[src/rtl/serial_adder_defs.sv]
// rtl/serial_adder_defs.sv - shared state encoding and counter sizing for serial_chunk_adder
package serial_adder_defs;

    typedef enum logic [1:0] {
        IDLE = 2'd0,
        RUN  = 2'd1,
        DONE = 2'd2
    } state_t;

    // Chunk counter never narrower than one bit, so WORDS=1 still has a legal counter.
    function automatic int cnt_width(input int words);
        return (words > 1) ? $clog2(words) : 1;
    endfunction

endpackage

[src/rtl/chunk_adder_cin.sv]
// rtl/chunk_adder_cin.sv - combinational ripple-carry chunk adder with carry-in
// Optional OVERFLOW_FLAG_EN exposes the carry into the MSB for signed overflow detection.
module chunk_adder_cin #(
    parameter int DATA_WIDTH = 3
) (
    input  logic [DATA_WIDTH-1:0] i_a,
    input  logic [DATA_WIDTH-1:0] i_b,
    input  logic                  i_cin,
    output logic [DATA_WIDTH-1:0] o_sum,
`ifdef OVERFLOW_FLAG_EN
    output logic                  o_cmsb,
`endif
    output logic                  o_cout
);

    logic [DATA_WIDTH:0] w_c;

    always_comb begin
        w_c    = '0;
        o_sum  = '0;
        w_c[0] = i_cin;
        for (int i = 0; i < DATA_WIDTH; i++) begin
            o_sum[i]  = i_a[i] ^ i_b[i] ^ w_c[i];
            w_c[i+1]  = (i_a[i] & i_b[i]) | (w_c[i] & (i_a[i] ^ i_b[i]));
        end
    end

    assign o_cout = w_c[DATA_WIDTH];
`ifdef OVERFLOW_FLAG_EN
    assign o_cmsb = w_c[DATA_WIDTH-1];
`endif

endmodule

[src/rtl/serial_chunk_adder.sv]
// rtl/serial_chunk_adder.sv - wide adder processing one DATA_WIDTH chunk per cycle, LSB first
// Optional OVERFLOW_FLAG_EN adds a registered signed-overflow output.
module serial_chunk_adder
    import serial_adder_defs::*;
#(
    parameter int DATA_WIDTH = 3,
    parameter int WORDS      = 4
) (
    input  logic                        clk,
    input  logic                        rst_n,
    input  logic                        in_valid,
    output logic                        in_ready,
    input  logic [DATA_WIDTH*WORDS-1:0] a,
    input  logic [DATA_WIDTH*WORDS-1:0] b,
    output logic                        out_valid,
    input  logic                        out_ready,
    output logic [DATA_WIDTH*WORDS-1:0] sum,
    output logic                        carry,
`ifdef OVERFLOW_FLAG_EN
    output logic                        overflow,
`endif
    output logic                        busy
);

    localparam int W  = DATA_WIDTH * WORDS;
    localparam int CW = cnt_width(WORDS);

    state_t                r_state;
    logic [W-1:0]          r_a_sh;
    logic [W-1:0]          r_b_sh;
    logic                  r_c;
    logic [CW-1:0]         r_cnt;
    logic [W-1:0]          r_sum;
    logic                  r_carry;
    logic                  r_out_valid;
    logic [DATA_WIDTH-1:0] w_chunk;
    logic                  w_cout;
`ifdef OVERFLOW_FLAG_EN
    logic                  w_cmsb;
    logic                  r_ovf;
`endif

    chunk_adder_cin #(.DATA_WIDTH(DATA_WIDTH)) u_chunk (
        .i_a   (r_a_sh[DATA_WIDTH-1:0]),
        .i_b   (r_b_sh[DATA_WIDTH-1:0]),
        .i_cin (r_c),
        .o_sum (w_chunk),
`ifdef OVERFLOW_FLAG_EN
        .o_cmsb(w_cmsb),
`endif
        .o_cout(w_cout)
    );

    always_ff @(posedge clk or negedge rst_n) begin
        if (!rst_n) begin
            r_state     <= IDLE;
            r_a_sh      <= '0;
            r_b_sh      <= '0;
            r_c         <= 1'b0;
            r_cnt       <= '0;
            r_sum       <= '0;
            r_carry     <= 1'b0;
            r_out_valid <= 1'b0;
`ifdef OVERFLOW_FLAG_EN
            r_ovf       <= 1'b0;
`endif
        end else begin
            case (r_state)
                IDLE: begin
                    if (in_valid) begin
                        r_a_sh  <= a;
                        r_b_sh  <= b;
                        r_c     <= 1'b0;
                        r_cnt   <= '0;
                        r_sum   <= '0;
                        r_state <= RUN;
                    end
                end
                RUN: begin
                    r_sum[32'(r_cnt)*DATA_WIDTH +: DATA_WIDTH] <= w_chunk;
                    r_c    <= w_cout;
                    r_a_sh <= r_a_sh >> DATA_WIDTH;
                    r_b_sh <= r_b_sh >> DATA_WIDTH;
                    r_cnt  <= r_cnt + 1'b1;
                    if (r_cnt == CW'(WORDS - 1)) begin
                        r_state     <= DONE;
                        r_out_valid <= 1'b1;
                        r_carry     <= w_cout;
`ifdef OVERFLOW_FLAG_EN
                        r_ovf       <= w_cout ^ w_cmsb;
`endif
                    end
                end
                DONE: begin
                    // Result registers are left untouched so sum/carry persist until the next accept.
                    if (out_ready) begin
                        r_state     <= IDLE;
                        r_out_valid <= 1'b0;
                    end
                end
                default: r_state <= IDLE;
            endcase
        end
    end

    assign in_ready  = (r_state == IDLE);
    assign busy      = (r_state != IDLE);
    assign out_valid = r_out_valid;
    assign sum       = r_sum;
    assign carry     = r_carry;
`ifdef OVERFLOW_FLAG_EN
    assign overflow  = r_ovf;
`endif

endmodule

[config.mk]
export PLATFORM = sky130hd
export DESIGN_NAME = serial_chunk_adder
export DESIGN_NICKNAME = d
export VERILOG_FILES = /design/src/rtl/serial_adder_defs.sv /design/src/rtl/chunk_adder_cin.sv /design/src/rtl/serial_chunk_adder.sv
export SDC_FILE = /design/constraint.sdc
export NUM_CORES = 1
export LEC_CHECK = 0
export ABC_AREA = 1
export ABC_CLOCK_PERIOD_IN_PS = 1900
export CORE_MARGIN = 2
export CORE_UTILIZATION = 35
export DETAILED_ROUTE_END_ITERATION = 7
export PLACE_DENSITY = 0.68
export SYNTH_ARGS = -nofsm -noshare
export SYNTH_HDL_FRONTEND = slang
export SYNTH_SLANG_ARGS = --single-unit
export TNS_END_PERCENT = 100
[constraint.sdc]
create_clock -name clk -period 1.9 [get_ports clk]
set_input_delay 0.38 -clock clk [delete_from_list [all_inputs] [get_ports clk]]
set_output_delay 0.38 -clock clk [all_outputs]
set_load 0.02 [all_outputs]
==> summary.md, run 1 <==
| Metric | Value |
|---|---|
| Core footprint | `0.00628 mm2` |
| Non-filler instance count after layout | `400` |
| IO Port Bufs | `43` |
| Routed vias/inst | `4.60` |
| Buf/Inv on CP | `2` |
| Via count | `1841` |
| Routability congestion estimate | `0.843` |
| Min-delay worst type | `in -> async` |
| P_leak | `1.46 nW` |
| Crit path max-delay family | `adder cells` |
| Area share of fa/ha/maj cells after synthesis | `4.93%` |
| Yosys top cell by area | `dfrtp_1` |
| Post-route cell area | `0.00284 mm2` |
| CTS tree | `yes` |
| CTS root buf | `clkbuf_8` |
| Worst skew pair latency | `0.29 ns` |
| Area share of the largest cell type after synthesis | `48.2%` |
| Worst path slowest cell | `fa_1` |
| RSZ-0062 raised after global routing | `yes` |
| Number of global-route vias before repair | `1845` |
| Chip width | `83.9 um` |
| Max-slew violation count | `0` |
| Placed Area | `0.00272 mm2` |
| Largest stage delay on the critical path | `0.51 ns` |
| Worst Path Required | `2.13 ns` |
| Worst-margin pin slew | `0.446 ns` |
| H-tree levels | `2` |
| Internal Pwr Total | `2.55 mW` |
| Pre-CTS WS | `-0.104 ns` |
| Die Ht | `83.9 um` |
| Row cnt | `29` |
| Comb power frac | `52.6%` |
| Synth Area in Compound Gates | `3.08%` |
| ANT cells | `0` |
| Mapped Nets | `312` |
| Power Total | `4.44 mW` |
| Final TNS setup | `-0.00482 ns` |
| Post-synth ARST share | `100%` |
| Synth Area per Inst | `8.06 um2` |
| Mux contribution to synthesized area | `0%` |
| Total Nets Final | `357` |
| Clock Sinks | `43` |
| Most frequent cell after synthesis | `nand2_1` |
| Post-synth top cells | `nand2_1, nand3_1, dfrtp_1` |
| Sequential share of power | `33.3%` |
| Min setup slack post-route | `-0.00303 ns` |
| Tcrit/Tclk final | `100%` |
| Residual DRC count | `0` |
| Sequential-to-total area share from yosys stat | `48.2%` |
| Drt pass-1 iters | `4` |
| Final Setup Violations | `2` |
| First-pass GRT wire length | `7.98 mm` |
| Switch share | `42.7%` |
| IO Pins | `44` |
| Starting DRC count in detailed routing | `89` |
| Net load switching power | `1.90 mW` |
| Xor/xnor share of the synthesized area | `0%` |
| Hold_ws | `0.0244 ns` |
| Final core occ | `45.2%` |
| Routed wire per std cell | `11.5 um` |
| PwrDens | `1570 mW/mm2` |
| Grt total ovfl | `0` |
| Starting density of the core | `35.6%` |
| Relative slew slack | `70.2%` |
| Area grow syn2layout | `27.1%` |
| Final ANT Viol Nets | `0` |
| Post-Synthesis Cell Area | `0.00223 mm2` |
| Initial antenna violation count | `0` |
| EDFF count, synth | `0` |
| Placed Cells | `391` |
| Crit end category | `flip-flop` |
| Top FF cell, synth | `dfrtp_1` |
| GRT Resource Usage Total | `13.9%` |
| Register bit total from synthesis | `43` |
| Minimum clock period | `1.90 ns` |
| HPWL after DPL | `3.30 mm` |
| Share of post-route cells with drive strength above 1 | `9.60%` |
| Nature of the critical path startpoint | `flip-flop` |
| Yosys cell types | `21` |
| CP cell instances | `fa_2, inv_2, fa_1, inv_1, fa_1, nand2_2, nor2_2, nand2_1, nand2_1` |
| Post-synthesis simple-gate area fraction | `33.3%` |
| Failing checks | `setup timing` |
| Die area | `0.00704 mm2` |
| Syn. warnings | `0` |
| Largest cells by area after synthesis | `dfrtp_1, nand2_1, nand3_1` |
| Status | `complete, but fails checks` |
| Clock Power Share | `14.1%` |
| Clock Pin Slew Worst Setup and Hold Paths | `0.08 ns` |
| Data arrival, critical path | `2.13 ns` |
| WS Path Type | `reg -> reg` |
| Max-Cap Viols | `0` |
| CTS Buf Count | `5` |
| Final Hold Fails | `0` |
| Fillers | `653` |
| Hold_buf cts | `0` |
| Drt total wl | `4.60 mm` |
| Pin count of the biggest net entering global routing | `30` |
| Max VDD drop | `0.622 mV` |
| CP max FO | `2` |
| Synthesized instance count | `277` |
| Worst clock skew | `0.00455 ns` |
| Largest family of logic cells by synthesized area | `simple AND/OR/NAND/NOR gates` |
| Maximum clock insertion buffer count | `2` |
| Peak Freq | `525 MHz` |
==> sequential cells by signal (all words and copies together), names as in the netlist <==
name       count
carry          1
out_valid      1
r_b_sh        12
r_c            1
sum           12
r_state        2
r_cnt          2
r_a_sh        12
==> layer usage <==
layer	routed length (um)	track usage [%]	up-vias
li1	-	-	952
met1	2240	17.6	842
met2	2130	23.5	43
met3	197	3.07	4
met4	36	4.40	0
met5	0	0	-
==> power groups by stage <==
stage          Clock, mW  Combinational (mW)  Sequential (mW)
6_report           0.625                2.34             1.48
5_1_grt            0.687                2.66             1.53
4_1_cts            0.654                2.34             1.48
3_5_place_dp           0                2.31             1.49
3_3_place_gp           0                2.27             1.48
2_1_floorplan          0                1.67             1.54
==> what timing repair did <==
action / in CTS / in global routing
buffers inserted: 1 / 0
pin swaps: 2 / 1
gates resized for setup: 4 / 2
endpoints found under the setup margin: 4 / 5
==> logic make-up after synthesis <==
kind of cell	after synthesis
simple gates	167
flops	43
compound gates	12
fa+ha+maj	7
buf+inv	48
==> worst register-to-register path, cell delays in order (launching register included) <==
cell,delay (ns)
dfrtp_1,0.41
fa_2,0.39
inv_2,0.06
fa_1,0.14
inv_1,0.05
fa_1,0.51
nand2_2,0.07
nor2_2,0.10
nand2_1,0.06
nand2_1,0.06
==> layout make-up <==
class | count | area, um2 | share of cell area (%)
timing repair buffer | 52 | 504 | 17.8
multi-input combinational | 186 | 933 | 32.9
sequential | 43 | 1080 | 37.9
inverter | 34 | 128 | 4.50
tap | 77 | 96.3 | 3.40
clock buffer | 8 | 100 | 3.53
==> placed cells by master (no fill, tap or decap) <==
cell / count
inv_1: 32
fa_1: 2
dlygate4sd2_1: 1
o31ai_1: 1
inv_2: 2
clkbuf_8: 7
nor3_1: 3
clkbuf_1: 1
fa_2: 1
nand3_1: 47
ha_1: 4
nand3_2: 1
nor2_2: 3
nor2_1: 7
o21bai_2: 1
buf_4: 8
or2_2: 3
nand2_2: 3
o21ai_0: 5
buf_12: 1
nand3b_1: 9
clkdlybuf4s50_1: 41
buf_2: 1
o21ai_1: 5
nand2_1: 91
dfrtp_1: 43
==> path summary, 6_finish.rpt <==
check | depth (start not counted) | from | slack (ns) | endpoint
worst max-delay path | 9 | r_a_sh[0] | -0.003 | sum[11]
worst min-delay path | 1 | rst_n | 0.02 | sum[3]
worst max register to register | 9 | r_a_sh[0] | -0.003 | sum[11]
worst min register to register | 2 | sum[0] | 0.47 | sum[0]
max in group asynchronous | 2 | rst_n | 1.33 | r_b_sh[5]
min in group clk | 2 | sum[0] | 0.47 | sum[0]
No activity file was read; power rests on OpenSTA's default activity.
==> inputs of run 2 (changes only) <==
Settings changed: CORE_ASPECT_RATIO from default to 0.8, GPL_TIMING_DRIVEN from default to 1.
==> summary.md, run 2 (synthesis gave the netlist of run 1 again) <==
| Metric | Value |
|---|---|
| Die area | `0.00704 mm2 (about the same)` |
| Pin count of the biggest net entering global routing | `38 (+27%)` |
| Final Setup Violations | `3 (+1)` |
| Starting DRC count in detailed routing | `182 (+100%)` |
| PwrDens | `1640 mW/mm2 (+5.0%)` |
| GR Util met2 | `25.9% (+2.4 points)` |
| Die Ht | `75.5 um (-10%)` |
| Routability congestion estimate | `0.824 (-2.3%)` |
| Core footprint | `0.00628 mm2 (about the same)` |
| Maximum clock insertion buffer count | `2 (unchanged)` |
| Minimum clock period | `1.92 ns (+0.0190 ns)` |
| Drt pass-1 iters | `4 (unchanged)` |
| Placed Area | `0.00273 mm2 (+0.23%)` |
| P_leak | `1.48 nW (+1.0%)` |
| Nature of the critical path startpoint | `flip-flop` |
| Data arrival, critical path | `2.18 ns (+0.05 ns)` |
| CTS root buf | `clkbuf_8` |
| HPWL after DPL | `3.39 mm (+2.8%)` |
| Drt total wl | `4.99 mm (+8.5%)` |
| Max-slew violation count | `0 (unchanged)` |
| Initial antenna violation count | `0 (unchanged)` |
| H-tree levels | `2 (unchanged)` |
| Worst skew pair latency | `0.30 ns (about the same)` |
| ANT cells | `0 (unchanged)` |
| Worst clock skew | `0.0103 ns (+0.00572 ns)` |
| Total Nets Final | `355 (-0.56%)` |
| Starting density of the core | `35.6% (about the same)` |
| Crit end category | `flip-flop` |
| Residual DRC count | `0 (unchanged)` |
| Routing usage on met3 | `3.26% (+0.20 points)` |
| WS Path Type | `reg -> reg` |
| Fillers | `634 (-2.9%)` |
| Commonest non-fill, non-tap cells in the layout | `nand2_1, nand3_1, dfrtp_1, clkdlybuf4s50_1, inv_1` |
| Tcrit/Tclk final | `101% (+1.0 points)` |
| Peak Freq | `520 MHz (-0.99%)` |
| Routed vias/inst | `4.62 (+0.43%)` |
| Via count | `1872 (+1.7%)` |
| Area grow syn2layout | `29.0%` |
| Relative slew slack | `66.9% (-3.3 points)` |
| Max VDD drop | `0.520 mV (-16%)` |
| GRT Resource Usage Total | `16.1% (+2.3 points)` |
| CTS Buf Count | `5 (unchanged)` |
| Routed wire per std cell | `12.3 um (+7.1%)` |
| Row cnt | `26 (-10%)` |
| Number of global-route vias before repair | `1831 (-0.76%)` |
| Busiest layer in global routing | `met2` |
| Final Hold Fails | `0 (unchanged)` |
| Max-Cap Viols | `0 (unchanged)` |
| CTS tree | `yes` |
| RSZ-0062 raised after global routing | `yes` |
| Grt total ovfl | `0 (unchanged)` |
| Clock Pin Slew Worst Setup and Hold Paths | `0.09 ns (about the same)` |
| First-pass GRT wire length | `8.74 mm (+9.4%)` |
| Post-route cell area | `0.00288 mm2 (+1.5%)` |
| IO Port Bufs | `43 (unchanged)` |
| Status | `complete, but fails checks` |
| IO Pins | `44 (unchanged)` |
| Clock Sinks | `43 (unchanged)` |
| Worst-margin pin slew | `0.496 ns (+0.0497 ns)` |
| Final ANT Viol Nets | `0 (unchanged)` |
| Min setup slack post-route | `-0.0221 ns (-0.0190 ns)` |
| Chip width | `93.3 um (+11%)` |
| GR Util met1 | `21.8% (+4.2 points)` |
| Failing checks | `setup timing` |
| Worst Path Required | `2.15 ns (+0.02 ns)` |
| Most common cell after layout, fill and taps aside | `nand2_1` |
| Share of post-route cells with drive strength above 1 | `9.03% (-0.56 points)` |
| CP max FO | `2 (unchanged)` |
| Power Total | `4.73 mW (+6.5%)` |
| Min-delay worst type | `in -> async` |
## run 2: final timing paths
kind,from,endpoint,slack [ns],depth (start not counted)
setup / recovery,r_a_sh[0],sum[11],-0.02,9
min in group clk,sum[7],sum[7],0.48,2
hold / removal,rst_n,sum[0],0.03,1
setup reg to reg,r_a_sh[0],sum[11],-0.02,9
hold reg to reg,sum[7],sum[7],0.48,2
max in group asynchronous,rst_n,r_c,1.30,2
## run 2: cell type report
class                      count  area (um2)  share of cell area (%)
clock inverter                 3        67.6                    2.35
sequential                    43        1080                    37.4
multi-input combinational    186         931                    32.3
timing repair buffer          50         504                    17.5
tap                           84         105                    3.65
clock buffer                   5        68.8                    2.39
inverter                      34         128                    4.43
## run 2: where the power goes
| group | internal (mW) | switching [mW] |
|---|---|---|
| Combinational | 0.952 | 1.44 |
| Clock | 0.524 | 0.342 |
| Sequential | 1.27 | 0.207 |
## run 2: what timing repair did
item	CTS	global route
buffers inserted	1	0
resized for setup	4	2
pin swaps	0	1
setup endpoints to repair	6	6
hold buffers	0	0
## run 2: critical path, cell delays in order, from the launching register on
cell	delay (ns)
dfrtp_1	0.41
fa_2	0.39
inv_2	0.06
fa_1	0.15
inv_1	0.05
fa_1	0.52
nand2_2	0.07
nor2_2	0.10
nand2_1	0.06
nand2_1	0.06
## run 2: per-stage QoR
| stage | hold slack (ns) | setup TNS (ns) | cells | util, % | worst slack [ns] |
|---|---|---|---|---|---|
| floorplan | 0.0844 | 0 | 277 | - | 0.0243 |
| global placement | 0.379 | -0.111 | 396 | 43.4 | -0.0593 |
| detailed placement | 0.383 | -0.269 | 396 | 43.4 | -0.112 |
| CTS | 0.0412 | -0.0820 | 405 | 45.8 | -0.0331 |
| global route | 0.0608 | -0.613 | 405 | 45.9 | -0.170 |
| finish | 0.0285 | -0.0523 | 405 | 45.9 | -0.0221 |
## run 2: metal layers
layer	vias to the layer above	wire, um
li1	956	-
met1	872	2510
met2	37	2210
met3	7	192
met4	0	77
met5	-	0
